### src/rtl/frame_detect_fsm_if.sv
// Sample/energy inputs and detection status outputs of the frame detector.
// The master modport drives the samples; the slave modport is the detector itself.
interface frame_detect_fsm_if;
  logic        InputEnable;
  logic [20:0] Sum16Magnituder;
  logic [20:0] CorrMagnituder;
  logic        FrameDone;
  logic        DetectPulse;
  logic        Detecting;
  logic [5:0]  HitCount;
  logic [1:0]  State;

  modport master (
    output InputEnable, Sum16Magnituder, CorrMagnituder, FrameDone,
    input  DetectPulse, Detecting, HitCount, State
  );

  modport slave (
    input  InputEnable, Sum16Magnituder, CorrMagnituder, FrameDone,
    output DetectPulse, Detecting, HitCount, State
  );
endinterface

### src/rtl/frame_detect_fsm.sv
// Frame detector: registered threshold compare, then IDLE/COUNT/LOCKED/HOLDOFF FSM.
// DetectPulse rises 2 clocks after the completing sample; no backpressure, one sample per clock.
module frame_detect_fsm #(
  parameter int          HIT_NUM      = 32,
  parameter int          MISS_TOL     = 4,
  parameter logic [20:0] ENERGY_MIN   = 21'd4096,
  parameter int          LOCK_TIMEOUT = 2048,
  parameter int          HOLDOFF_LEN  = 64
) (
  input logic               Clk,
  input logic               Rst_n,
  frame_detect_fsm_if.slave bus
);

  typedef enum logic [1:0] {
    S_IDLE    = 2'd0,
    S_COUNT   = 2'd1,
    S_LOCKED  = 2'd2,
    S_HOLDOFF = 2'd3
  } state_e;

  localparam logic [5:0]  HIT_LIM  = 6'(HIT_NUM);
  localparam logic [3:0]  MISS_LIM = 4'(MISS_TOL);
  localparam logic [12:0] LOCK_LIM = 13'(LOCK_TIMEOUT);
  localparam logic [7:0]  HOLD_LIM = 8'(HOLDOFF_LEN - 1);

  // Stage 1: 4*Corr >= 3*Sum evaluated at 23 bits so neither side can overflow.
  logic [22:0] corr_x4;
  logic [22:0] sum_x3;
  logic        hit_raw;
  logic        hit_vld_q;
  logic        hit_q;

  assign corr_x4 = {bus.CorrMagnituder, 2'b00};
  assign sum_x3  = {2'b00, bus.Sum16Magnituder} + {1'b0, bus.Sum16Magnituder, 1'b0};
  assign hit_raw = (corr_x4 >= sum_x3) && (bus.Sum16Magnituder >= ENERGY_MIN);

  always_ff @(posedge Clk or negedge Rst_n) begin
    if (!Rst_n) begin
      hit_vld_q <= 1'b0;
      hit_q     <= 1'b0;
    end else begin
      hit_vld_q <= bus.InputEnable;
      hit_q     <= bus.InputEnable & hit_raw;
    end
  end

  state_e      state_q, state_d;
  logic [5:0]  hit_cnt_q, hit_cnt_d;
  logic [2:0]  miss_cnt_q, miss_cnt_d;
  logic [11:0] lock_cnt_q, lock_cnt_d;
  logic [7:0]  hold_cnt_q, hold_cnt_d;
  logic        det_pulse_q, det_pulse_d;

  logic [5:0]  hit_cnt_inc;
  logic [3:0]  miss_cnt_inc;
  logic [12:0] lock_cnt_inc;

  always_ff @(posedge Clk or negedge Rst_n) begin
    if (!Rst_n) begin
      state_q     <= S_IDLE;
      hit_cnt_q   <= '0;
      miss_cnt_q  <= '0;
      lock_cnt_q  <= '0;
      hold_cnt_q  <= '0;
      det_pulse_q <= 1'b0;
    end else begin
      state_q     <= state_d;
      hit_cnt_q   <= hit_cnt_d;
      miss_cnt_q  <= miss_cnt_d;
      lock_cnt_q  <= lock_cnt_d;
      hold_cnt_q  <= hold_cnt_d;
      det_pulse_q <= det_pulse_d;
    end
  end

  always_comb begin
    state_d      = state_q;
    hit_cnt_d    = hit_cnt_q;
    miss_cnt_d   = miss_cnt_q;
    lock_cnt_d   = lock_cnt_q;
    hold_cnt_d   = hold_cnt_q;
    det_pulse_d  = 1'b0;
    hit_cnt_inc  = (hit_cnt_q == 6'd63) ? hit_cnt_q : hit_cnt_q + 6'd1;
    miss_cnt_inc = {1'b0, miss_cnt_q} + 4'd1;
    lock_cnt_inc = {1'b0, lock_cnt_q} + 13'd1;

    unique case (state_q)
      S_IDLE: begin
        if (hit_vld_q && hit_q) begin
          state_d    = S_COUNT;
          hit_cnt_d  = 6'd1;
          miss_cnt_d = '0;
        end
      end
      S_COUNT: begin
        // A completing hit takes priority over a gap seen in the same cycle.
        if (hit_vld_q && hit_q && (hit_cnt_inc == HIT_LIM)) begin
          state_d     = S_LOCKED;
          hit_cnt_d   = hit_cnt_inc;
          lock_cnt_d  = '0;
          det_pulse_d = 1'b1;
        end else if (!bus.InputEnable || !hit_vld_q) begin
          state_d    = S_IDLE;
          hit_cnt_d  = '0;
          miss_cnt_d = '0;
        end else if (hit_q) begin
          hit_cnt_d = hit_cnt_inc;
        end else if (miss_cnt_inc > MISS_LIM) begin
          state_d    = S_IDLE;
          hit_cnt_d  = '0;
          miss_cnt_d = '0;
        end else begin
          miss_cnt_d = miss_cnt_inc[2:0];
        end
      end
      S_LOCKED: begin
        if (bus.InputEnable) begin
          lock_cnt_d = lock_cnt_inc[11:0];
        end
        if (bus.FrameDone || (bus.InputEnable && (lock_cnt_inc == LOCK_LIM))) begin
          state_d    = S_HOLDOFF;
          hold_cnt_d = '0;
        end
      end
      S_HOLDOFF: begin
        if (hold_cnt_q == HOLD_LIM) begin
          state_d    = S_IDLE;
          hit_cnt_d  = '0;
          miss_cnt_d = '0;
          lock_cnt_d = '0;
          hold_cnt_d = '0;
        end else begin
          hold_cnt_d = hold_cnt_q + 8'd1;
        end
      end
      default: state_d = S_IDLE;
    endcase
  end

  assign bus.DetectPulse = det_pulse_q;
  assign bus.Detecting   = (state_q == S_LOCKED);
  assign bus.HitCount    = hit_cnt_q;
  assign bus.State       = state_q;

endmodule

### src/flat_wrapper.sv
// flat-port wrapper written by rule: the top's interface ports become plain ports
module frame_detect_fsm_flat 
#(
  parameter int          HIT_NUM      = 32,
  parameter int          MISS_TOL     = 4,
  parameter logic [20:0] ENERGY_MIN   = 21'd4096,
  parameter int          LOCK_TIMEOUT = 2048,
  parameter int          HOLDOFF_LEN  = 64
)
  (Clk, Rst_n, bus_InputEnable, bus_Sum16Magnituder, bus_CorrMagnituder, bus_FrameDone, bus_DetectPulse, bus_Detecting, bus_HitCount, bus_State);
  frame_detect_fsm_if bus_i ();
  input logic Clk;
  input logic Rst_n;
  input wire logic [$bits(bus_i.InputEnable)-1:0] bus_InputEnable;
  input wire logic [$bits(bus_i.Sum16Magnituder)-1:0] bus_Sum16Magnituder;
  input wire logic [$bits(bus_i.CorrMagnituder)-1:0] bus_CorrMagnituder;
  input wire logic [$bits(bus_i.FrameDone)-1:0] bus_FrameDone;
  output wire logic [$bits(bus_i.DetectPulse)-1:0] bus_DetectPulse;
  output wire logic [$bits(bus_i.Detecting)-1:0] bus_Detecting;
  output wire logic [$bits(bus_i.HitCount)-1:0] bus_HitCount;
  output wire logic [$bits(bus_i.State)-1:0] bus_State;
  assign bus_i.InputEnable = bus_InputEnable;
  assign bus_i.Sum16Magnituder = bus_Sum16Magnituder;
  assign bus_i.CorrMagnituder = bus_CorrMagnituder;
  assign bus_i.FrameDone = bus_FrameDone;
  assign bus_DetectPulse = bus_i.DetectPulse;
  assign bus_Detecting = bus_i.Detecting;
  assign bus_HitCount = bus_i.HitCount;
  assign bus_State = bus_i.State;
  frame_detect_fsm #(.HIT_NUM(HIT_NUM), .MISS_TOL(MISS_TOL), .ENERGY_MIN(ENERGY_MIN), .LOCK_TIMEOUT(LOCK_TIMEOUT), .HOLDOFF_LEN(HOLDOFF_LEN)) u_core (.Clk(Clk), .Rst_n(Rst_n), .bus(bus_i));
endmodule
### config.mk
export PLATFORM = sky130hd
export DESIGN_NAME = frame_detect_fsm_flat
export DESIGN_NICKNAME = d
export VERILOG_FILES = /design/src/rtl/frame_detect_fsm_if.sv /design/src/rtl/frame_detect_fsm.sv /design/src/flat_wrapper.sv
export SDC_FILE = /design/constraint.sdc
export NUM_CORES = 1
export LEC_CHECK = 0
export ABC_AREA = 0
export BUFFER_PORTS_ARGS = -buffer_cell sky130_fd_sc_hd__buf_2
export CELL_PAD_IN_SITES_DETAIL_PLACEMENT = 0
export CELL_PAD_IN_SITES_GLOBAL_PLACEMENT = 1
export CORE_ASPECT_RATIO = 0.8
export CORE_MARGIN = 2
export CORE_UTILIZATION = 47
export CTS_CLUSTER_DIAMETER = 80
export CTS_CLUSTER_SIZE = 25
export DETAILED_ROUTE_END_ITERATION = 8
export PLACE_DENSITY_LB_ADDON = 0.1
export SLEW_MARGIN = 25
export SYNTH_ARGS = -nofsm -noshare
export SYNTH_HDL_FRONTEND = slang
export SYNTH_SLANG_ARGS = --single-unit
export TNS_END_PERCENT = 10
### constraint.sdc
create_clock -name Clk -period 5.65 [get_ports Clk]
set_clock_uncertainty 0.2 [all_clocks]
set_input_delay 0.565 -clock Clk [delete_from_list [all_inputs] [get_ports Clk]]
set_output_delay 0.565 -clock Clk [all_outputs]
set_load 0.02 [all_outputs]
-- After elaboration in Yosys (flattened, before gate mapping)
Index checks and enable logic that the tools add are counted.
- output and inout port bits: 10
- flip-flop bits (word level): 34
- logic and storage cells: 83
- input bits: 46
- reductions and logical operators: 17
- equality and inequality tests: 17
- $lt $le $gt $ge: 3
- bitwise logic cells: 1
- add/sub/neg operators: 5
- mux-type cells: 32
- operator list (operator ; number):
    2-to-1 mux 6 bit ; 7
    2-to-1 mux 12 bit ; 3
    one-hot mux 12 bit (3 select lines) ; 1
    adder 21 x 22 -> 23 bit ; 1
    >= comparator 23 bit ; 1
    >= comparator 21 x 13 -> 1 bit (second input constant) ; 1
    2-to-1 mux 3 bit ; 6
    one-hot mux 6 bit (3 select lines) ; 1
    2-to-1 mux 8 bit ; 2
    one-hot mux 8 bit (2 select lines) ; 1
    2-to-1 mux 2 bit ; 7
    adder 12 x 1 -> 13 bit (second input constant) ; 1
    == test 13 x 12 -> 1 bit (second input constant) ; 1
    == test 6 bit (second input constant) ; 2
    AND reduction 5 bit ; 2
    one-hot mux 3 bit (3 select lines) ; 1
    adder 8 x 1 -> 8 bit (second input constant) ; 1
    == test 8 x 6 -> 1 bit (second input constant) ; 1
    != test 2 x 1 -> 1 bit (second input constant) ; 4
    one-hot mux 2 bit (4 select lines) ; 1
    AND reduction 4 bit ; 2
    adder 6 x 1 -> 6 bit (second input constant) ; 1
    nonzero test 3 bit ; 2
    != test 5 x 1 -> 1 bit (second input constant) ; 1
    other kinds (16) ; 24

-- Logic depth before layout (Yosys ltp)
Gate-level depths: netlist of run 1.
- word-level depth: 7
- gate-level depth with buffers: 18
- gate-level depth less buffers: 18

-- Least setup slack after synthesis of run 1
No wires, ideal clock.
- path kind: input -> register
- start: in bus_Sum16Magnituder[0]
- end: reg u_core.hit_q
- setup time: 0.125 ns
- data required time: 5.325 ns
- cell stages on the path: 17
- path buffers: 0
- arrival time: 3.413 ns
- setup slack: 1.912 ns
- path through: ha_1 -> inv_1 -> fa_1 -> nand2b_1 -> a21oi_1 -> o31ai_1 -> o21bai_1 -> a21oi_1 -> nand2b_1 -> a221oi_1 -> ha_1 -> a21o_1 -> a211o_1 -> nor2_1 -> nand2_1 -> a211oi_1 -> nor4_1
- longest elaborated chain between the ends: 4
- elaborated cells between the ends (all ways): 5
- those cells by class: add/sub (1); order compare (2); bitwise (1); reduce/logical (1)
- ends and longest elaborated chain (element ; RTL line ; RTL):
    start: declaration ; flat_wrapper.sv:15 ; input wire logic [$bits(bus_i.Sum16Magnituder)-1:0] bus_Sum16Magnituder;
    adder 21 x 22 -> 23 bit ; frame_detect_fsm.sv:35 ; assign sum_x3 = {2'b00, bus.Sum16Magnituder} + {1'b0, bus.Sum16Magnituder, 1'b0};
    >= comparator 23 bit ; frame_detect_fsm.sv:36 ; assign hit_raw = (corr_x4 >= sum_x3) && (bus.Sum16Magnituder >= ENERGY_MIN);
    logical AND 1 bit * ; frame_detect_fsm.sv:36 ;
    bitwise AND 1 bit * ; frame_detect_fsm.sv:44 ; hit_q <= bus.InputEnable & hit_raw;
    end signal: assignment ; frame_detect_fsm.sv:44 ;
    end: declaration ; frame_detect_fsm.sv:32 ; logic hit_q;
Every way passes the cells marked *; elsewhere a longest branch is shown, timed or not.
A chain may end at the register's enable or synchronous reset.

-- Worst setup path in the final report of run 1
- start: in bus_Sum16Magnituder[1]
- end: reg u_core.hit_q
Same word-level chain as after synthesis.

==> metrics.md, run 1 <==
| Metric | Value |
|---|---|
| Status | finished clean |
| Final setup vio count | 0 |
| Clock power frac | 0.260 |
| # DRC | 0 |
| Register area share after synthesis | 0.2214 |
| Share of post-route cells with drive strength above 1 | 0.1472 |
| CP cell instances | buf_2 -> ha_1 -> inv_1 -> fa_1 -> nand2b_1 -> a21oi_1 -> o31ai_1 -> o21bai_1 -> a21oi_1 -> nand2b_1 -> a221oi_1 -> ha_1 -> a21o_1 -> a211o_1 -> nor2_1 -> nand2_1 -> a211oi_1 -> nor4_1 |
| Clk_lat worst skew | 0.30 ns |
| Worst-path clk slew | 0.08 ns |
| RePlAce Congestion | about 0.92 |
| Most frequent cells in the layout | ha_1, buf_2, nand2_1, a21oi_1, dfrtp_1 |
| Critical path required time | roughly 5.6 ns |
| Ys Warns | 0 |
| Fin crit share | 0.7152 |
| DRT Wirelength | 9317 um |
| Fin Setup TNS | 0 ns |
| WP data arrival | between 4 and 5 ns |
| Cell variety after synth | 59 |
| P&R area growth vs syn | 13.03% |
| Total gr overflow | 0 |
| Most common cell after layout, fill and taps aside | ha_1 |
| ANT nets after route | 0 |
| Pre-CTS setup slack | 1.340 ns |
| Max-slew violation count | 0 |
| Starting Density | 0.4835 |
| Setup WS post-layout | ~1.6 ns |
| # H-tree levels | 2 |
| Synth Register Bits | 34 |
| Critical Path End Type | flop |
| Synth Flop Type | dfrtp_1 |
| Buffers on Ports | 55 |
| Vias | 3605 |
| Nets | 639 |
| Drt pass-1 iters | 4 |
| CTS Hold Buffers Added | 0 |
| Clock sink count | 34 |
| HP Class | in -> async |
| CTS Root Cell | clkbuf_8 |
| Gate power share | 0.413 |
| P_leak | ~2.1 nW |
| NetSw | roughly 0.42 mW |
| Die height | roughly 85 um |
| Max Fclk | ~250 MHz |
| Power per cell area | ~240 nW/um^2 |
| Setup CP Type | in -> reg |
| Reg power frac | 0.328 |
| Post-synth EDFFs | 0 |
| DRT iter0 DRCs | 150 |
| CTS buffer count | 5 |
| Worst Tran Pin Value | 0.9343 ns |
| Rel. slew slack | 0.3748 |
| Post-Syn Instances | 476 |
| Total power | 1.063 mW |
| Max VDD drop | 0.1370 mV |
| Initial antenna violation count | 0 |
| Clock Path Buffers | 2 |
| First-pass GRT wire length | 15950 um |
| Site Rows | 29 |
| Cell taking the most area after synthesis | dfrtp_1 |
| Die Width | 105.1 um |
| RSZ-0062 raised after global routing | no |
| Final hold vios | 0 |
| CP Max Fanout | 4 |
| CP max stage delay | 0.40 ns |
| Detailed placement HPWL | 7376 um |
| Crit start category | primary input |
| CP max-delay cell | fa_1 |
| Post-synth top area share | 0.2214 |
| Avg Cell Area, Syn | 8.072 um^2 |
| Sw frac | 0.3982 |
| CTS tree | built |
| Ys async rst share | 1.000 |
| Vias in the first global route | 3397 |
| Syn_nets | 586 |
| Wirelength per Cell | 14.60 um |
| Critical path's top delay family | compound AO/OA/AOI/OAI gates |
| Ant diodes | 0 |
| Max cap viols | 0 |
| I/O pins | 56 |
| Vias per cell | 5.650 |
| Post-CTS setup buffers | 0 |
| Minimum clock period | roughly 4 ns |
| Die area | 8919 um^2 |
| Mapped Area | a little under 4000 um^2 |
| Largest cells by area after synthesis | dfrtp_1, ha_1, a21oi_1 |
| Internal power | 0.6397 mW |
| Core box area | 7946 um^2 |
| Total global-route track usage | 0.2178 |
| Largest net degree at the start of global routing | 35 |
| Worst path buffer plus inverter count | 2 |
| Post-cts sizing count | 0 |
## flip-flops by register name (all words and copies together) (netlist names), named ones only
name,flops
u_core.bus.State,1
u_core.bus.HitCount,6
u_core.miss_cnt_q,3
u_core.bus.DetectPulse,1
u_core.hold_cnt_q,8
u_core.lock_cnt_q,12
u_core.hit_q,1
u_core.hit_vld_q,1
## power groups by stage
stage / sequential (mW) / clock [mW] / combinational (mW)
after global routing: 0.359 / 0.293 / 0.500
after detailed placement: 0.352 / 0 / 0.435
after floorplan: 0.334 / 0 / 0.327
after CTS: 0.347 / 0.282 / 0.438
after global placement: 0.349 / 0 / 0.426
final: 0.348 / 0.276 / 0.439
## Yosys cell counts, types with 4 or more instances
cell type  instances
ha_1              63
nand2_1           49
a21oi_1           44
dfrtp_1           34
inv_1             33
nor2_1            31
o21ai_0           31
nand3_1           17
o21ai_1           13
and3_1            12
a21o_1            11
xnor2_1           11
xor2_1            11
nand2b_1          10
nand4_1            8
a211oi_1           7
a31oi_1            7
o31ai_1            6
nor3_1             5
o2111ai_1          5
o211ai_1           4
o21bai_1           4
or2_2              4
or3_1              4
## path summary, 6_finish.rpt
check | from | to | slack, ns | depth (start not counted)
worst max register to register | u_core.bus.State[0] | u_core.lock_cnt_q[4] | 2.48 | 7
worst min register to register | u_core.hold_cnt_q[0] | u_core.hold_cnt_q[0] | 0.31 | 1
min in group Clk | u_core.hold_cnt_q[0] | u_core.hold_cnt_q[0] | 0.31 | 1
max in group asynchronous | Rst_n | u_core.lock_cnt_q[0] | 4.61 | 1
worst max-delay path | bus_Sum16Magnituder[1] | u_core.hit_q | 1.61 | 18
worst min-delay path | Rst_n | u_core.bus.HitCount[2] | 0.14 | 1
## cell type report
class | count | area, um^2
fill | 778 | 3603
multi-input combinational | 400 | 2820
sequential | 34 | 850.8
timing repair buffer | 55 | 275.3
tap | 108 | 135.1
inverter | 33 | 123.9
clock buffer | 5 | 68.82
clock inverter | 3 | 68.82
## metrics by stage
stage / hold slack [ns] / utilization / std cells / area (um^2)
after CTS: 0.1690 / 0.5465 / 638 / 4343
after detailed placement: 0.3009 / 0.5292 / 630 / 4205
after global placement: 0.2920 / 0.5292 / 630 / 4205
final: 0.1382 / 0.5465 / 638 / 4343
after global routing: 0.2050 / 0.5465 / 638 / 4343
after floorplan: 0.06941 / - / 476 / 3842
## layer usage
metal / up-vias / routed length (um) / global-route usage
met5: - / 0 / 0
met4: 0 / 105 / 0.05091
met1: 1682 / 4922 / 0.3311
met3: 8 / 446 / 0.03456
met2: 72 / 3843 / 0.3235
li1: 1843 / - / -
## cell families (layout without fill, tap and decap cells)
| group | Yosys count | count (layout) | synth area share |
|---|---|---|---|
| muxes | 3 | 3 | 0.009442 |
| DFF | 34 | 34 | 0.2214 |
| adders and majority gates | 64 | 64 | 0.2104 |
| buffers and inverters | 42 | 96 | 0.04461 |
| and+or+nand+nor | 160 | 160 | 0.2126 |
| xor gates and xnor gates | 22 | 22 | 0.05015 |
| AOI/OAI and AO/OA | 151 | 151 | 0.2514 |
Power figures use the tool's default switching activity.
==> inputs of run 2 (changes only) <==
--- a/config.mk
+++ b/config.mk
@@ -11,7 +11,7 @@
 export CELL_PAD_IN_SITES_GLOBAL_PLACEMENT = 1
 export CORE_ASPECT_RATIO = 0.8
 export CORE_MARGIN = 2
-export CORE_UTILIZATION = 47
+export CORE_UTILIZATION = 44
 export CTS_CLUSTER_DIAMETER = 80
 export CTS_CLUSTER_SIZE = 25
 export DETAILED_ROUTE_END_ITERATION = 8
==> constraint.sdc (replaced) <==
create_clock -name Clk -period 4.1 [get_ports Clk]
set_clock_uncertainty 0.2 [all_clocks]
set_input_delay 0.41 -clock Clk [delete_from_list [all_inputs] [get_ports Clk]]
set_output_delay 0.41 -clock Clk [all_outputs]
set_load 0.02 [all_outputs]
==> run 2 against run 1 <==
The run now ends with hold timing left. Sequential share of layout area is essentially flat. Register-to-register slack lost 1.2 ns. Design area shrank 0.17%. Critical path type unchanged. Via count shrank 0.89%. Highest routed layer unchanged. Die area grew 6.5%. First-iteration DRC count grew 45%. Clock-buffer cell count grew 2. Final cell count grew 1.3%. Hold slack lost 0.14 ns. Largest cell class unchanged.
==> metrics.md, run 2 (synthesis gave the netlist of run 1 again) <==
| Metric | Value |
|---|---|
| Failing checks | hold timing |
| Crit start category | primary input (unchanged) |
| Clock Path Buffers | 2 (unchanged) |
| Max Fclk | roughly 270 MHz |
| Worst-path clk slew | 0.08 ns (about the same) |
| Clk_lat worst skew | 0.29 ns (was 0.30 ns) |
| Clock sink count | 34 (unchanged) |
| P_leak | 2.094 nW (was 2.092 nW) |
| Drt pass-1 iters | 5 (was 4) |
| RePlAce Congestion | 0.8357 (was 0.9158) |
| I/O pins | 56 (unchanged) |
| CTS Root Cell | clkbuf_8 (unchanged) |
| Design area | 4335 um^2 (was 4343 um^2) |
| Nets | 643 (was 639) |
| Buffers on Ports | 55 (unchanged) |
| Status | finished with violations (was finished clean) |
| CP Max Fanout | 4 (unchanged) |
| DRT iter0 DRCs | 218 (was 150) |
| Core box area | 8483 um^2 (was 7946 um^2) |
| Max reg flops | 12 (unchanged) |
| Final hold vios | 10 (was 0) |
| Worst hold margin | -0.002876 ns (was 0.1382 ns) |
| Fin Setup TNS | 0 ns (unchanged) |
| Final Core Density | 0.5111 (was 0.5465) |
| Worst Tran Pin Value | 0.7851 ns (was 0.9343 ns) |
| Vias | 3573 (was 3605) |
| WP data arrival | 3.71 ns (was 4.01 ns) |
| Die height | 87.59 um (was 84.87 um) |
| First-pass GRT wire length | 15570 um (was 15950 um) |
| CTS buffer count | 5 (unchanged) |
| CTS tree | built (unchanged) |
| Rel. slew slack | 0.4766 (was 0.3748) |
| Vias per cell | 5.531 (was 5.650) |
| Post-cts sizing count | 0 (unchanged) |
| P&R area growth vs syn | 12.83% (was 13.03%) |
| Die area | 9501 um^2 (was 8919 um^2) |
| ANT nets after route | 0 (unchanged) |
| Fin crit share | 0.9124 |
| Total gr overflow | 0 (unchanged) |
| Starting Density | 0.4529 (was 0.4835) |
| Setup CP Type | in -> reg (unchanged) |
| Power per cell area | 311.4 nW/um^2 (was 244.8 nW/um^2) |
| Ant diodes | 0 (unchanged) |
| Total global-route track usage | 0.2032 (was 0.2178) |
| Largest net degree at the start of global routing | 35 (unchanged) |
| Die Width | 108.5 um (was 105.1 um) |
| Placed Area | 4240 um^2 (was 4205 um^2) |
| Max VDD drop | 0.1447 mV (was 0.1370 mV) |
| Final setup vio count | 0 (unchanged) |
| Max-slew violation count | 0 (unchanged) |
| Critical path required time | 4.07 ns (was 5.62 ns) |
| RSZ-0062 raised after global routing | no (unchanged) |
| Most frequent cells in the layout | ha_1, buf_2, nand2_1, a21oi_1, dfrtp_1 (unchanged) |
| Max cap viols | 0 (unchanged) |
| Detailed placement HPWL | 7436 um (was 7376 um) |
| # H-tree levels | 2 (unchanged) |
| Minimum clock period | 3.741 ns |
| HP Class | in -> async (unchanged) |
| Vias in the first global route | 3299 (was 3397) |
| Critical Path End Type | flop (unchanged) |
| DRT Wirelength | 9361 um (was 9317 um) |
| Most common cell after layout, fill and taps aside | ha_1 (unchanged) |
| # DRC | 0 (unchanged) |
| Site Rows | 30 (was 29) |
| Wirelength per Cell | 14.49 um (was 14.60 um) |
| CTS Hold Buffers Added | 0 (unchanged) |
| Total power | 1.350 mW (was 1.063 mW) |
| Initial antenna violation count | 0 (unchanged) |
| Share of post-route cells with drive strength above 1 | 0.1536 (was 0.1472) |
| Most flop-heavy register | u_core.lock_cnt_q (unchanged) |
| Post-CTS setup buffers | 0 (unchanged) |
## run 2: changes by cell type in the layout (fill, tap and decap cells not counted)
cell	before	now
buf_4	0	4
bufinv_16	2	0
clkbuf_1	0	1
clkbuf_8	5	6
clkinv_2	0	1
clkinv_4	1	0
o21bai_1	4	3
o21bai_2	0	1
## run 2: metrics by stage
stage	std cells	hold slack [ns]	worst slack, ns
CTS	646	0.02704	0.2684
floorplan	476	-0.08559	0.5168
global route	646	0.06189	0.05229
global placement	638	0.2949	0.08604
finish	646	-0.002876	0.3592
detailed placement	638	0.3030	-0.001926
## run 2: cell type report
type,count,area [um^2]
Clock buffer,7,86.33
Clock inverter,1,5.005
Fill cell,840,4148
Inverter,33,123.9
Multi-Input combinational cell,400,2824
Sequential cell,34,850.8
Tap cell,112,140.1
Timing Repair Buffer,59,305.3
## run 2: power by group
| group | switching, mW | internal (mW) |
|---|---|---|
| sequential | 0.0914 | 0.387 |
| clock | 0.128 | 0.136 |
| combinational | 0.352 | 0.256 |
## run 2: routing by layer
layer / global-route usage / routed length [um] / vias up
met5: 0 / 0 / -
met4: 0.03030 / 36 / 0
met3: 0.03051 / 406 / 5
met2: 0.3063 / 3975 / 67
met1: 0.3118 / 4942 / 1653
li1: - / - / 1848
## run 2: path summary, 6_finish.rpt
check | to | slack [ns] | cells after the start | from
min | u_core.bus.HitCount[1] | -0.003 | 1 | Rst_n
max | u_core.hit_q | 0.36 | 18 | bus_Sum16Magnituder[0]
min in group Clk | u_core.hit_vld_q | 0.16 | 1 | bus_InputEnable
max reg2reg | u_core.miss_cnt_q[0] | 1.33 | 6 | u_core.bus.State[0]
min reg2reg | u_core.hold_cnt_q[5] | 0.32 | 1 | u_core.hold_cnt_q[5]
max in group asynchronous | u_core.lock_cnt_q[11] | 3.20 | 1 | Rst_n
## run 2: critical path, stage by stage
cell and delay [ns]:
buf_2 0.10, ha_1 0.19, inv_1 0.06, fa_1 0.39, nand2b_1 0.17, a21oi_1 0.26, o31ai_1 0.17, o21bai_2 0.20
a21oi_1 0.12, nand2b_1 0.16, a221oi_1 0.28, ha_1 0.29, a21o_1 0.17, a211o_1 0.30, nor2_1 0.10, nand2_1 0.06
a211oi_1 0.19, nor4_1 0.08
==> inputs of run 3 (changes only) <==
--- a/config.mk
+++ b/config.mk
@@ -16,6 +16,7 @@
 export CTS_CLUSTER_SIZE = 25
 export DETAILED_ROUTE_END_ITERATION = 8
 export PLACE_DENSITY_LB_ADDON = 0.1
+export REMOVE_ABC_BUFFERS = 1
 export SLEW_MARGIN = 25
 export SYNTH_ARGS = -nofsm -noshare
 export SYNTH_HDL_FRONTEND = slang
==> run 3 against run 2 <==
The flow now finishes without violations. Global-route usage is 0.70 points higher. Clock-buffer cell count did not move. Critical path depth did not move. Utilization fell by 0.22 points. Combinational power about the same. Routed wire length increased by 2.1%. Final cell count fell by 0.15%. Fmax is 1.2% lower. Worst setup slack worse by 0.047 ns. Clock power is 11% lower.
==> metrics.md, run 3 (synthesis gave the netlist of run 1 again) <==
| Metric | Value |
|---|---|
| Status | finished clean (was finished with violations) |
| Vias per cell | 5.620 (was 5.531) |
| Die Width | 108.5 um (unchanged) |
| Share of post-route cells with drive strength above 1 | 0.1482 (was 0.1536) |
| Final setup vio count | 0 (unchanged) |
| Max VDD drop | 0.1687 mV (was 0.1447 mV) |
| Ant diodes | 0 (unchanged) |
| Critical path required time | 4.06 ns (was 4.07 ns) |
| CP max-delay cell | fa_1 (unchanged) |
| CTS tree | built (unchanged) |
| CTS buffer count | 5 (unchanged) |
| Total global-route track usage | 0.2102 (was 0.2032) |
| Vias in the first global route | 3278 (was 3299) |
| CP Launch Point | bus_Sum16Magnituder[1] (was bus_Sum16Magnituder[0]) |
| Placed Area | 4240 um^2 (unchanged) |
| Clock sink count | 34 (unchanged) |
| CTS Root Cell | clkbuf_8 (unchanged) |
| Wirelength per Cell | 14.82 um (was 14.49 um) |
| CP cell instances | buf_2 -> ha_1 -> inv_1 -> fa_1 -> nand2b_1 -> a21oi_1 -> o31ai_1 -> o21bai_1 -> a21oi_1 -> nand2b_1 -> a221oi_1 -> ha_1 -> a21o_1 -> a211o_1 -> nor2_1 -> nand2_1 -> a211oi_1 -> nor4_1 (was buf_2 -> ha_1 -> inv_1 -> fa_1 -> nand2b_1 -> a21oi_1 -> o31ai_1 -> o21bai_2 -> a21oi_1 -> nand2b_1 -> a221oi_1 -> ha_1 -> a21o_1 -> a211o_1 -> nor2_1 -> nand2_1 -> a211oi_1 -> nor4_1) |
| Most common cell after layout, fill and taps aside | ha_1 (unchanged) |
| Clock Path Buffers | 2 (unchanged) |
| RePlAce Congestion | 0.8524 (was 0.8357) |
| Total gr overflow | 0 (unchanged) |
| Post-cts sizing count | 0 (unchanged) |
| Core box area | 8483 um^2 (unchanged) |
| CP endpoint | u_core.hit_q (unchanged) |
| Critical Path End Type | flop (unchanged) |
| First-pass GRT wire length | 15970 um (was 15570 um) |
| Clk_lat worst skew | 0.28 ns (was 0.29 ns) |
| Fin crit share | 0.9239 (was 0.9124) |
| ANT nets after route | 0 (unchanged) |
| Crit start category | primary input (unchanged) |
| Drt pass-1 iters | 5 (unchanged) |
| CP max stage delay | 0.38 ns (was 0.39 ns) |
| Largest net degree at the start of global routing | 35 (unchanged) |
| Setup CP Type | in -> reg (unchanged) |
| Most flop-heavy register | u_core.lock_cnt_q (unchanged) |
| I/O pins | 56 (unchanged) |
| Reg2reg end | u_core.miss_cnt_q[0] (unchanged) |
| Final hold vios | 0 (was 10) |
| DRT Wirelength | 9556 um (was 9361 um) |
| WP data arrival | 3.74 ns (was 3.71 ns) |
| Die height | 87.59 um (unchanged) |
| CP Depth | 18 (unchanged) |
| Power per cell area | 306.8 nW/um^2 (was 311.4 nW/um^2) |
| Max Fclk | 264.0 MHz (was 267.3 MHz) |
| Vias | 3625 (was 3573) |
| Max cap viols | 0 (unchanged) |
| # DRC | 0 (unchanged) |
| R2R cell count | 6 (unchanged) |
| CP Max Fanout | 3 (was 4) |
| Met1 WL | 5438 um (was 4942 um) |
| DRT iter0 DRCs | 174 (was 218) |
| RSZ-0062 raised after global routing | no (unchanged) |
| HP Class | in -> async (unchanged) |
| Worst-path clk slew | 0.07 ns (was 0.08 ns) |
| P_leak | 2.080 nW (was 2.094 nW) |
| Max reg flops | 12 (unchanged) |
| Worst Tran Pin Value | 0.8647 ns (was 0.7851 ns) |
| Nets | 643 (unchanged) |
| Buffers on Ports | 55 (unchanged) |
| Most frequent cells in the layout | ha_1, buf_2, nand2_1, a21oi_1, dfrtp_1 (unchanged) |
| Detailed placement HPWL | 7618 um (was 7436 um) |
| Critical path's top delay family | compound AO/OA/AOI/OAI gates (unchanged) |
| Rel. slew slack | 0.4235 (was 0.4766) |
| Starting Density | 0.4529 (unchanged) |
| # H-tree levels | 2 (unchanged) |
| Post-CTS setup buffers | 0 (unchanged) |
| Max-slew violation count | 0 (unchanged) |
| Initial antenna violation count | 0 (unchanged) |
| Design area | 4317 um^2 (was 4335 um^2) |
| CTS Hold Buffers Added | 0 (unchanged) |
| Met2 wire len | 3765 um (was 3975 um) |
| Reg2reg setup slack | 1.21 ns (was 1.33 ns) |
| DR top layer | met4 (unchanged) |
| Die area | 9501 um^2 (unchanged) |
| Detail Route met3 WL | 329 um (was 406 um) |
| P&R area growth vs syn | 12.34% (was 12.83%) |
| Minimum clock period | 3.788 ns (was 3.741 ns) |
| Site Rows | 30 (unchanged) |
| Fin Setup TNS | 0 ns (unchanged) |
| Worst path buffer plus inverter count | 2 (unchanged) |
==> run 3: cell count changes in the layout (fill, tap and decap cells not counted) <==
cell / previous run / this run
clkbuf_8: 6 / 5
clkinv_2: 1 / 0
clkbuf_1: 1 / 2
o21bai_2: 1 / 0
o21bai_1: 3 / 4
==> run 3: area by class of cell <==
type / count / area (um^2)
fill: 853 / 4167
inverter: 33 / 123.9
tap: 112 / 140.1
clock buffer: 7 / 76.32
timing repair buffer: 59 / 305.3
sequential: 34 / 850.8
multi-input combinational: 400 / 2820
==> run 3: worst min path at each step <==
stage / from / end / slack [ns] / cells past startpoint
after detailed placement: u_core.hold_cnt_q[7] / u_core.hold_cnt_q[7] / 0.30 / 1
after floorplan: Rst_n / async pin / -0.09 / 0
after CTS: Rst_n / u_core.bus.HitCount[5] / 0.05 / 1
after global routing: Rst_n / u_core.bus.HitCount[5] / 0.08 / 1
final: Rst_n / u_core.bus.HitCount[5] / 0.01 / 1
after global placement: u_core.hold_cnt_q[7] / u_core.hold_cnt_q[7] / 0.29 / 1
==> run 3: routing by layer <==
layer,vias up,GRT usage
met5,-,0
li1,1851,-
met3,4,0.02902
met4,0,0.02797
met2,70,0.2955
met1,1700,0.3429
==> run 3: metrics by stage <==
| stage | worst slack [ns] | std cells | hold WS [ns] | utilization | power [mW] |
|---|---|---|---|---|---|
| after CTS | 0.3582 | 645 | 0.05309 | 0.5089 | 1.331 |
| after global routing | 0.05216 | 645 | 0.07790 | 0.5089 | 1.447 |
| after floorplan | 0.5168 | 467 | -0.08559 | - | 0.9007 |
| after detailed placement | 0.07816 | 638 | 0.2970 | 0.4999 | 1.092 |
| after global placement | 0.1077 | 638 | 0.2864 | 0.4999 | 1.083 |
| final | 0.3120 | 645 | 0.009757 | 0.5089 | 1.324 |
==> run 3: worst register-to-register path, cell delays in order, from the launching register on <==
cell,delay [ns]
dfrtp_1,0.66
nand2_1,0.29
a21oi_1,0.74
o21ai_0,0.27
a31oi_4,0.26
nor3_1,0.09
mux2_2,0.26
==> run 3: power by group <==
| group | internal (mW) | switching [mW] | leakage, nW |
|---|---|---|---|
| sequential | 0.387 | 0.0927 | 0.460 |
| clock | 0.117 | 0.117 | 0.0383 |
| combinational | 0.255 | 0.355 | 1.58 |
